--- src/rtl/approx_mul_arbiter_pkg.sv ---
// Shared constants for the approximate-multiplier arbiter.
// Mode selector encodings and requester ID width.
package approx_mul_arbiter_pkg;

    localparam logic [1:0] MODE_PER_REQ = 2'b00;
    localparam logic [1:0] FORCE_APPROX = 2'b01;
    localparam logic [1:0] FORCE_EXACT  = 2'b10;

    localparam int ID_W = 1;

endpackage

--- src/rtl/approx_mul_arbiter_hybrid_mul_core.sv ---
// Combinational hybrid multiplier: full product or upper-half
// product shifted into the top N bits.
module hybrid_mul_core #(
    parameter int N = 8
) (
    input  logic [N-1:0]   a,
    input  logic [N-1:0]   b,
    input  logic           approx,
    output logic [2*N-1:0] p
);

    logic [2*N-1:0] exact_p;
    logic [N-1:0]   hi_p;

    // Select between the full product and the truncated upper-half product
    always_comb begin
        exact_p = (2*N)'(a) * (2*N)'(b);
        hi_p    = N'(a[N-1:N/2]) * N'(b[N-1:N/2]);
        p       = approx ? {hi_p, {N{1'b0}}} : exact_p;
    end

endmodule

--- src/rtl/approx_mul_arbiter.sv ---
// Two-requester round-robin arbiter feeding a shared 2-stage
// hybrid multiplier pipeline with saturating usage counters.
module approx_mul_arbiter
    import approx_mul_arbiter_pkg::*;
#(
    parameter int N     = 8,
    parameter int CNT_W = 16
) (
    input  logic             clk,
    input  logic             rst,
    input  logic [1:0]       req_valid,
    output logic [1:0]       req_ready,
    input  logic [N-1:0]     req_a0,
    input  logic [N-1:0]     req_b0,
    input  logic [N-1:0]     req_a1,
    input  logic [N-1:0]     req_b1,
    input  logic [1:0]       req_approx,
    input  logic [1:0]       mode_cfg,
    output logic             out_valid,
    input  logic             out_ready,
    output logic [2*N-1:0]   out_p,
    output logic             out_id,
    output logic             out_approx,
    input  logic             clr_cnt,
    output logic [CNT_W-1:0] exact_cnt,
    output logic [CNT_W-1:0] approx_cnt
);

    logic            ptr_q, ptr_d;
    logic            s1_valid_q, s1_valid_d;
    logic [N-1:0]    s1_a_q, s1_a_d, s1_b_q, s1_b_d;
    logic [ID_W-1:0] s1_id_q, s1_id_d;
    logic            s1_mode_q, s1_mode_d;
    logic            s2_valid_q, s2_valid_d;
    logic [2*N-1:0]  s2_p_q, s2_p_d;
    logic [ID_W-1:0] s2_id_q, s2_id_d;
    logic            s2_mode_q, s2_mode_d;
    logic [CNT_W-1:0] exact_cnt_q, exact_cnt_d;
    logic [CNT_W-1:0] approx_cnt_q, approx_cnt_d;

    logic [1:0]      grant;
    logic            s1_load, s2_load;
    logic            accept, fire;
    logic [ID_W-1:0] acc_id;
    logic            acc_mode;
    logic [2*N-1:0]  mul_p;

    hybrid_mul_core #(.N(N)) u_mul (
        .a      (s1_a_q),
        .b      (s1_b_q),
        .approx (s1_mode_q),
        .p      (mul_p)
    );

    // Stage enables, round-robin grant and accept-time mode resolution
    always_comb begin
        s2_load = s1_valid_q & (~s2_valid_q | out_ready);
        s1_load = ~s1_valid_q | s2_load;
        grant   = req_valid;
        if (&req_valid) grant = ptr_q ? 2'b10 : 2'b01;
        req_ready = rst ? 2'b00 : (grant & {2{s1_load}});
        accept  = |(req_valid & req_ready);
        acc_id  = ID_W'(req_ready[1]);
        case (mode_cfg)
            FORCE_APPROX: acc_mode = 1'b1;
            FORCE_EXACT:  acc_mode = 1'b0;
            default:      acc_mode = req_approx[acc_id];
        endcase
        fire = s2_valid_q & out_ready;
    end

    // Next-state for pointer and both pipeline stages
    always_comb begin
        ptr_d      = accept ? ~acc_id : ptr_q;
        s1_valid_d = s1_load ? accept : s1_valid_q;
        s1_a_d     = s1_a_q;
        s1_b_d     = s1_b_q;
        s1_id_d    = s1_id_q;
        s1_mode_d  = s1_mode_q;
        if (accept) begin
            s1_a_d    = acc_id[0] ? req_a1 : req_a0;
            s1_b_d    = acc_id[0] ? req_b1 : req_b0;
            s1_id_d   = acc_id;
            s1_mode_d = acc_mode;
        end
        s2_valid_d = s2_load | (s2_valid_q & ~out_ready);
        s2_p_d     = s2_p_q;
        s2_id_d    = s2_id_q;
        s2_mode_d  = s2_mode_q;
        if (s2_load) begin
            s2_p_d    = mul_p;
            s2_id_d   = s1_id_q;
            s2_mode_d = s1_mode_q;
        end
    end

    // Saturating completion counters; clear wins over increment
    always_comb begin
        exact_cnt_d  = exact_cnt_q;
        approx_cnt_d = approx_cnt_q;
        if (clr_cnt) begin
            exact_cnt_d  = '0;
            approx_cnt_d = '0;
        end else if (fire) begin
            if (s2_mode_q) begin
                if (approx_cnt_q != '1) approx_cnt_d = approx_cnt_q + CNT_W'(1);
            end else begin
                if (exact_cnt_q != '1) exact_cnt_d = exact_cnt_q + CNT_W'(1);
            end
        end
    end

    // State registers with asynchronous flush
    always_ff @(posedge clk or posedge rst) begin
        if (rst) begin
            ptr_q        <= 1'b0;
            s1_valid_q   <= 1'b0;
            s1_a_q       <= '0;
            s1_b_q       <= '0;
            s1_id_q      <= '0;
            s1_mode_q    <= 1'b0;
            s2_valid_q   <= 1'b0;
            s2_p_q       <= '0;
            s2_id_q      <= '0;
            s2_mode_q    <= 1'b0;
            exact_cnt_q  <= '0;
            approx_cnt_q <= '0;
        end else begin
            ptr_q        <= ptr_d;
            s1_valid_q   <= s1_valid_d;
            s1_a_q       <= s1_a_d;
            s1_b_q       <= s1_b_d;
            s1_id_q      <= s1_id_d;
            s1_mode_q    <= s1_mode_d;
            s2_valid_q   <= s2_valid_d;
            s2_p_q       <= s2_p_d;
            s2_id_q      <= s2_id_d;
            s2_mode_q    <= s2_mode_d;
            exact_cnt_q  <= exact_cnt_d;
            approx_cnt_q <= approx_cnt_d;
        end
    end

    assign out_valid  = s2_valid_q;
    assign out_p      = s2_p_q;
    assign out_id     = s2_id_q[0];
    assign out_approx = s2_mode_q;
    assign exact_cnt  = exact_cnt_q;
    assign approx_cnt = approx_cnt_q;

endmodule

--- config.mk ---
export PLATFORM = sky130hd
export DESIGN_NAME = approx_mul_arbiter
export DESIGN_NICKNAME = d
export VERILOG_FILES = /design/src/rtl/approx_mul_arbiter_pkg.sv /design/src/rtl/approx_mul_arbiter_hybrid_mul_core.sv /design/src/rtl/approx_mul_arbiter.sv
export SDC_FILE = /design/constraint.sdc
export NUM_CORES = 1
export LEC_CHECK = 0
export ABC_AREA = 1
export BUFFER_PORTS_ARGS = -buffer_cell sky130_fd_sc_hd__buf_4
export CORE_MARGIN = 4
export CORE_UTILIZATION = 50
export CTS_CLUSTER_DIAMETER = 120
export DETAILED_ROUTE_END_ITERATION = 8
export PLACE_DENSITY = 0.72
export SYNTH_ARGS = -nofsm -noshare
export SYNTH_HDL_FRONTEND = slang
export SYNTH_SLANG_ARGS = --single-unit
--- constraint.sdc ---
create_clock -name clk -period 12.21 [get_ports clk]
set_input_delay 1.221 -clock clk [delete_from_list [all_inputs] [get_ports clk]]
set_output_delay 1.221 -clock clk [all_outputs]
set_load 0.005 [all_outputs]
; Yosys cells after proc, flatten, opt, wreduce, memory -nomap -nowiden
; Index checks and enable logic that the tools add are counted.
[word_totals]
out_inout_bits = 53
regBits = 71
wordCells = 59
[op_classes]
order_cmp = 1
bitwise = 12
reduce_logical = 8
n_mul = 2
n_mux = 17
eq_ne = 5
n_addsub = 2
[op_table]
columns = cell, count
row1 = 16-bit two-way mux, 9
row2 = "16-bit by 1-bit adder with 16-bit output, second input constant", 2
row3 = "16-bit inequality test, second input constant", 2
row4 = 8-bit by 8-bit multiplier with 16-bit output, 1
row5 = 8-bit two-way mux, 2
row6 = 4-bit by 4-bit multiplier with 8-bit output, 1
row7 = 2-bit nonzero test, 4
row8 = 2-bit two-way mux, 3
row9 = 3-bit AND reduction, 2
row10 = 2-bit bitwise AND, 2
row11 = 1-bit NOT, 4
row12 = 1-bit bitwise AND, 3
row13 = 1-bit OR, 3
row14 = "2-bit by 1-bit equality test with 1-bit output, second input constant", 1
row15 = "2-bit equality test, second input constant", 1
row16 = "1-bit by 2-bit less-than comparator with 1-bit output, second input constant", 1
row17 = 1-bit two-way mux, 2
row18 = "2-bit inequality test, second input constant", 1
row19 = 1-bit case mux with 2 select lines, 1
row20 = 2-bit AND reduction, 1
row21 = 2-bit OR reduction, 1

; Logic depth before layout (Yosys ltp)
; Gate-level depths: netlist of the first run.
[depth]
word_depth = 9
depth_mapped = 21
ltp_nobuf = 20

; Modules after synthesis
; Synthesis of the first run repeated with hierarchy kept, for this count alone.
[unflattened]
hier_cells = 916
hier_area_um2 = 6530.0
[by_module_without_submodules]
columns = module, area_each_um2, cells_per_inst, n_inst
row1 = approx_mul_arbiter, 3777.4, 481, 1
row2 = hybrid_mul_core, 2752.6, 435, 1

; Least setup slack after synthesis of the first run
; OpenSTA, ideal clock, no wires.
[synth_timing]
kind = input-to-output
startpoint = input port rst
endpoint = output port req_ready[0]
path_slack_ns = 7.466
stages = 4
t_required_ns = 10.989
arrival_time_ns = 3.523
path_buffers = 1
cell_sequence = inv_1 nand3_1 clkinv_1 buf_1
[synth_between]
elab_chain_len = 1
[synth_lines]
columns = item, line_no
row1 = from (decl), approx_mul_arbiter.sv:10  ; input logic rst,
row2 = 2-bit two-way mux, approx_mul_arbiter.sv:61  ; req_ready = rst ? 2'b00 : (grant & {2{s1_load}});
row3 = to (decl), approx_mul_arbiter.sv:12  ; output logic [1:0] req_ready,
; No other way between the ends.

; Final worst setup path of the first run
[layout_timing]
startpoint = register s1_a_q[0]
endpoint = register s2_p_q[12] (netlist: out_p[12])
[layout_between]
elab_chain_len = 2
[layout_lines]
columns = item, line_no
row1 = from (decl), approx_mul_arbiter.sv:31  ; logic [N-1:0] s1_a_q, s1_a_d, s1_b_q, s1_b_d;
row2 = from (signal assigned), approx_mul_arbiter.sv:118  ; s1_a_q <= '0;
row3 = from (signal assigned), approx_mul_arbiter.sv:131  ; s1_a_q <= s1_a_d;
row4 = 8-bit by 8-bit multiplier with 16-bit output, approx_mul_arbiter_hybrid_mul_core.sv:17  ; exact_p = (2*N)'(a) * (2*N)'(b);
row5 = 16-bit two-way mux, approx_mul_arbiter_hybrid_mul_core.sv:19  ; p = approx ? {hi_p, {N{1'b0}}} : exact_p;
row6 = to (signal assigned), approx_mul_arbiter.sv:136  ; s2_p_q <= s2_p_d;
row7 = to (decl), approx_mul_arbiter.sv:35  ; logic [2*N-1:0] s2_p_q, s2_p_d;
; No other way between the ends.
; A chain may end at the register's enable or synchronous reset.

==> results of run 1 <==
==> state kept, by name, indices dropped and copies added, names as in the netlist <==
signal and cells:
approx_cnt 16, s1_a_q 8, exact_cnt 16, out_id 1
out_approx 1, ptr_q 1, s1_valid_q 1, out_valid 1
s1_id_q 1, s1_mode_q 1, s1_b_q 8, out_p 16
==> final cells by class <==
type / instances / area, um2
well taps: 168 / 210
flip-flops and latches: 71 / 1780
repair buffers: 96 / 721
clock inverters: 5 / 104
multi-input cells: 599 / 3720
clock buffers: 11 / 243
fillers: 1176 / 4730
inverters: 174 / 658
==> routing by layer <==
| metal | vias to the layer above | wire length, um |
|---|---|---|
| met4 | 0 | 326 |
| li1 | 2847 | - |
| met1 | 2581 | 6620 |
| met3 | 25 | 826 |
| met5 | - | 0 |
| met2 | 146 | 7250 |
==> cell usage in the layout, fill, tap and decap left out, types with 6 or more instances in the layout <==
cell type	count
a21oi_1	22
buf_4	96
clkbuf_16	9
dfrtp_1	71
fa_1	39
ha_1	46
inv_1	166
nand2_1	270
nand3_1	70
nand4_1	15
nor2_1	46
nor3_1	9
o21ai_0	36
xnor2_1	6
xor2_1	12
==> power groups by stage <==
stage / clock (W) / sequential (W) / combinational [W]
2_1_floorplan: 0 / 0.000320 / 0.000951
3_3_place_gp: 0 / 0.000375 / 0.00119
3_5_place_dp: 0 / 0.000377 / 0.00121
4_1_cts: 0.000316 / 0.000373 / 0.00123
5_1_grt: 0.000325 / 0.000385 / 0.00144
6_report: 0.000310 / 0.000375 / 0.00121
==> tightest hold or removal path: cells and delay by family (launching register included) <==
family | cells | cell delay (ps)
buffers and inverters | 1 | 50
DFF | 1 | 340
and+or+nand+nor | 1 | 60
==> worst min-delay path by stage <==
stage / start / endpoint / slack, ps
2_1_floorplan: s1_valid_q$_DFFE_PP0N_ / out_valid$_DFF_PP0_ / 450
3_3_place_gp: s1_valid_q$_DFFE_PP0N_ / out_valid$_DFF_PP0_ / 450
3_5_place_dp: s1_valid_q$_DFFE_PP0N_ / out_valid$_DFF_PP0_ / 460
4_1_cts: s1_valid_q$_DFFE_PP0N_ / out_valid$_DFF_PP0_ / 480
5_1_grt: out_p[6]$_DFFE_PP0P_ / out_p[6]$_DFFE_PP0P_ / 510
6_report: s1_valid_q$_DFFE_PP0N_ / out_valid$_DFF_PP0_ / 480
==> kinds of logic (layout without fill, tap and decap cells) <==
group,after synthesis,after routing,synth area share
buffers and inverters,201,286,0.125
adder cells (fa/ha/maj),85,85,0.216
AND/OR/NAND/NOR,424,424,0.287
XOR/XNOR,18,18,0.0251
AO/OA/AOI/OAI,72,72,0.0643
flip-flops,71,71,0.283
==> stage by stage <==
step,power [W],instance area [um2],hold WS (ps),std cells,setup WS (ps)
6_report,0.00189,7430,477,1124,8020
5_1_grt,0.00215,7430,510,1124,7700
4_1_cts,0.00192,7430,478,1124,8030
3_5_place_dp,0.00158,7090,464,1108,8040
3_3_place_gp,0.00156,7090,453,1108,8060
2_1_floorplan,0.00127,6280,447,871,7470
==> impl_metrics.json, run 1 <==
{
  "outcome": "completed",
  "route.detailed.drc": 0,
  "synth_top_area_share": 0.283,
  "ys_ff_latch": 71,
  "dieWidth_um": 120,
  "postCtsSetupBuffers": 0,
  "p_clk_frac": 0.163,
  "final_core_util": 0.611,
  "cts_resized": 0,
  "worst_clock_skew_ps": 10.2,
  "swShare": 0.490,
  "finalHoldViolations": 0,
  "grt_remaining_overflow": 0,
  "clockRootBuffer": "clkbuf_16",
  "path_cells": "nand2_1 > fa_1 > fa_1 > inv_1 > fa_1 > inv_1 > fa_1 > inv_1 > ha_1 > nand2_1 > a21oi_1 > o21ai_0 > nand3_1 > nand2_1 > nand3_1 > nand2_1 > inv_1",
  "clock_path_buffers": 2,
  "final-setup-viol-count": 0,
  "top_usage_layer": "met2",
  "p_switching_w": 0.000928,
  "r2r_end": "out_p[12]$_DFFE_PP0P_",
  "ys_seq_area_frac": 0.283,
  "die_y_um": 120,
  "critPathMaxFanout": 9,
  "clkLatencyLatePin_ps": 340,
  "end_kind": "flop",
  "grt_pass1_wl_um": 26000,
  "max-vdd-ir-drop_v": 0.000175,
  "ys.flop_type": "dfrtp_1",
  "power.leakage_nw": 4.30,
  "n_antenna_cell": 0,
  "relSlewSlack": 0.379,
  "pin_count": 95,
  "clock.fmax_ghz": 0.239,
  "cp.required_ps": 12450,
  "holdBufCountCts": 0,
  "htreeDepth": 3,
  "wl_per_cell_um": 13.4,
  "seq_power_share": 0.198,
  "drt_iter0_drc": 320,
  "finalMaxSlewViolations": 0,
  "rsz0062_at_grt": "no",
  "tritoncts": "done",
  "period_share": 0.343,
  "area.growth.synth_to_final_pct": 18.3,
  "critical_path_class": "reg -> reg",
  "cellPowerDensity_mw_per_mm2": 255,
  "yosysWarnings": 0,
  "grt_util_met1": 0.276,
  "synthMostInstantiatedCell": "nand2_1",
  "drive_gt1_frac": 0.135,
  "dieArea_mm2": 0.0144,
  "synth_cells": 871,
  "startpoint": "s1_a_q[0]$_DFFE_PP0P_",
  "gp_congestion": 0.919,
  "grt_use_met3": 0.0514,
  "max-cap-violations": 0,
  "synth-edff-count": 0,
  "yosysUniqueCellTypes": 36,
  "min_period_ps": 4190,
  "p_int_w": 0.000966,
  "critPathBufInv": 4,
  "dpl.hpwl_um": 11400,
  "combPwrFrac": 0.639,
  "slowest_delay_ps": 550,
  "yosysTopAreaCell": "dfrtp_1",
  "async_flop_share": 1.00,
  "tightestPinTransition_ps": 931,
  "endpoint": "out_p[12]$_DFFE_PP0P_",
  "numClockSinks": 71,
  "start_util": 0.517,
  "cts_made_buffers": 9,
  "critPathTopFamily": "adder cells",
  "final_nets": 1078,
  "rr_worst_depth": 17,
  "vias_per_cell": 4.98,
  "ant_nets": 0,
  "first_pass_iters": 5,
  "core_mm2": 0.0122,
  "grt_pass1_vias": 5535,
  "grt.total_usage": 0.222,
  "syn_area_per_cell_um2": 7.22,
  "crit_cells": 17,
  "whs_path_depth": 2,
  "wirelength_um": 15000,
  "port_buffers": 94,
  "netlist_area_mm2": 0.00628,
  "start_kind": "flop",
  "slowest_stage": "fa_1",
  "grt_use_met2": 0.380,
  "syn_nets": 998,
  "r2r-start": "s1_a_q[0]$_DFFE_PP0P_",
  "synthTopCellsByArea": "dfrtp_1, nand2_1, fa_1",
  "setup-tns-final_ps": 0,
  "grt_max_degree": 73,
  "synthTopCellsByCount": "nand2_1, inv_1, dfrtp_1",
  "reg2reg_slack_ps": 8020,
  "hold_path_class": "reg -> reg",
  "grt_antenna_before_repair": 0,
  "dr_total_vias": 5599,
  "critPathArrivalTime_ps": 4430,
  "rows": 40,
  "path_clk_slew_ps": 60
}
(Power assumes the default switching activity.)
==> run 2, diff against run 1 <==
- clock period: 12.21 -> 4.3 ns (I/O delays scaled with it)
==> run 2 against run 1 <==
First-iteration DRC count is 23% higher. Critical path depth did not move. Global-route usage rose by 0.091 points. Non-clock buffer count increased by 7. Largest cell class unchanged. Largest power group unchanged.
==> impl_metrics.json, run 2 (same netlist as run 1, synthesis figures left out) <==
{
  "outcome": "completed",
  "first_pass_iters": 5,
  "final_area_mm2": 0.00751,
  "drive_gt1_frac": 0.154,
  "placed_cell_area_mm2": 0.00713,
  "clock.fmax_ghz": 0.247,
  "cellPowerDensity_mw_per_mm2": 732,
  "relSlewSlack": 0.385,
  "p_switching_w": 0.00271,
  "finalHoldViolations": 0,
  "clockRootBuffer": "clkbuf_16",
  "grt_antenna_before_repair": 0,
  "grt_max_degree": 72,
  "post-place-ws_ps": 169,
  "wirelength_um": 14900,
  "clock_path_buffers": 2,
  "final_nets": 1085,
  "critPathBufInv": 4,
  "final_core_util": 0.618,
  "swShare": 0.493,
  "path_cells": "nand2_1 > inv_1 > fa_1 > fa_1 > fa_1 > inv_1 > fa_1 > inv_1 > ha_1 > a21oi_2 > nor2_1 > nor2_1 > nand3_1 > nand2_1 > nand3_1 > nand2_1 > inv_1",
  "tritoncts": "done",
  "critPathMaxFanout": 9,
  "pin_count": 95,
  "max-vdd-ir-drop_v": 0.000410,
  "n_antenna_cell": 0,
  "slowest_delay_ps": 540,
  "hold_path_class": "in -> reg",
  "route.detailed.drc": 0,
  "dieArea_mm2": 0.0144,
  "grt.total_usage": 0.223,
  "final-setup-viol-count": 0,
  "core_mm2": 0.0122,
  "clkLatencyLatePin_ps": 350,
  "final_cell_mix": "nand2_1, inv_1, buf_4, nand3_1, dfrtp_1",
  "port_buffers": 94,
  "tightestPinTransition_ps": 923,
  "cts_made_buffers": 9,
  "dieWidth_um": 120,
  "dpl.hpwl_um": 11700,
  "p_clk_frac": 0.162,
  "seq_power_share": 0.188,
  "critical_path_class": "reg -> reg",
  "fillers": 1132,
  "grt_remaining_overflow": 0,
  "holdBufCountCts": 0,
  "start_kind": "flop",
  "max-cap-violations": 0,
  "combPwrFrac": 0.650,
  "drt_iter0_drc": 393,
  "period_share": 0.942,
  "min_period_ps": 4050,
  "htreeDepth": 3,
  "wl_per_cell_um": 13.2,
  "grt_pass1_wl_um": 26000,
  "critPathArrivalTime_ps": 4300,
  "critPathTopFamily": "adder cells",
  "worst_clock_skew_ps": 6.14,
  "finalWorstSetupSlack_ps": 251,
  "power.leakage_nw": 4.33,
  "ant_nets": 0,
  "rows": 40,
  "p_int_w": 0.00279,
  "slowest_stage": "fa_1",
  "gp_congestion": 0.911,
  "die_y_um": 120,
  "vias_per_cell": 4.99,
  "numClockSinks": 71,
  "end_kind": "flop",
  "cp.required_ps": 4550,
  "rsz0062_at_grt": "yes",
  "grt_pass1_vias": 5607,
  "dr_total_vias": 5639,
  "start_util": 0.517,
  "area.growth.synth_to_final_pct": 19.5,
  "path_clk_slew_ps": 60,
  "final_common_cell": "nand2_1",
  "finalMaxSlewViolations": 0
}
[run 2: cell count changes in the layout (fill, tap and decap cells not counted), moves of 2 or more]
cell / delta
dfrtp_1: -9
dfrtp_2: +9
buf_4: +7
clkinv_4: +2
[run 2: repair_timing]
action                     CTS  global route
setup buffers                0             1
setup endpoints to repair    0             7
resized for setup            0            12
[run 2: power groups by stage]
stage	combinational [W]	sequential, W	clock [W]
3_3_place_gp	0.00346	0.00103	0
4_1_cts	0.00357	0.00103	0.000906
3_5_place_dp	0.00352	0.00104	0
6_report	0.00357	0.00103	0.000891
5_1_grt	0.00417	0.00106	0.000932
2_1_floorplan	0.00270	0.000910	0
[run 2: metrics by stage]
stage | power, W | hold WS [ps] | TNS [ps] | std cells
6_report | 0.00550 | 292 | 0 | 1131
5_1_grt | 0.00617 | 295 | -3.37 | 1131
4_1_cts | 0.00550 | 285 | 0 | 1130
3_5_place_dp | 0.00456 | 471 | 0 | 1114
3_3_place_gp | 0.00449 | 453 | 0 | 1114
2_1_floorplan | 0.00361 | 447 | 0 | 871
[run 2: worst min-delay path: cells and delay by family]
family        cells  cell delay, ps
simple gates      2             100
buf+inv           1              70
[run 2: cell type report]
| type | count | area (um2) | share of cell area |
|---|---|---|---|
| clock buffers | 9 | 225 | 0.0300 |
| multi-input cells | 599 | 3730 | 0.496 |
| flip-flops and latches | 71 | 1790 | 0.238 |
| inverters | 174 | 658 | 0.0876 |
| clock inverters | 7 | 128 | 0.0170 |
| well taps | 168 | 210 | 0.0280 |
| repair buffers | 103 | 773 | 0.103 |
[run 2: worst paths after layout]
check | to | from | slack [ps] | depth (start not counted)
max in group asynchronous | s1_a_q[1]$_DFFE_PP0P_ | rst | 3300 | 3
max | out_p[12]$_DFFE_PP0P_ | s1_a_q[2]$_DFFE_PP0P_ | 250 | 17
max reg2reg | out_p[12]$_DFFE_PP0P_ | s1_a_q[2]$_DFFE_PP0P_ | 250 | 17
min in group asynchronous | s1_id_q$_DFFE_PP0P_ | rst | 360 | 3
min | s1_a_q[4]$_DFFE_PP0P_ | req_a1[4] | 290 | 3
min reg2reg | out_valid$_DFF_PP0_ | s1_valid_q$_DFFE_PP0N_ | 480 | 2
[run 2: routing by layer]
layer / track usage / part of all wire / wire length (um)
met2: 0.375 / 0.47 / 7030
met3: 0.0504 / 0.054 / 811
met4: 0.0838 / 0.027 / 399
met5: 0 / 0 / 0
met1: 0.280 / 0.45 / 6690
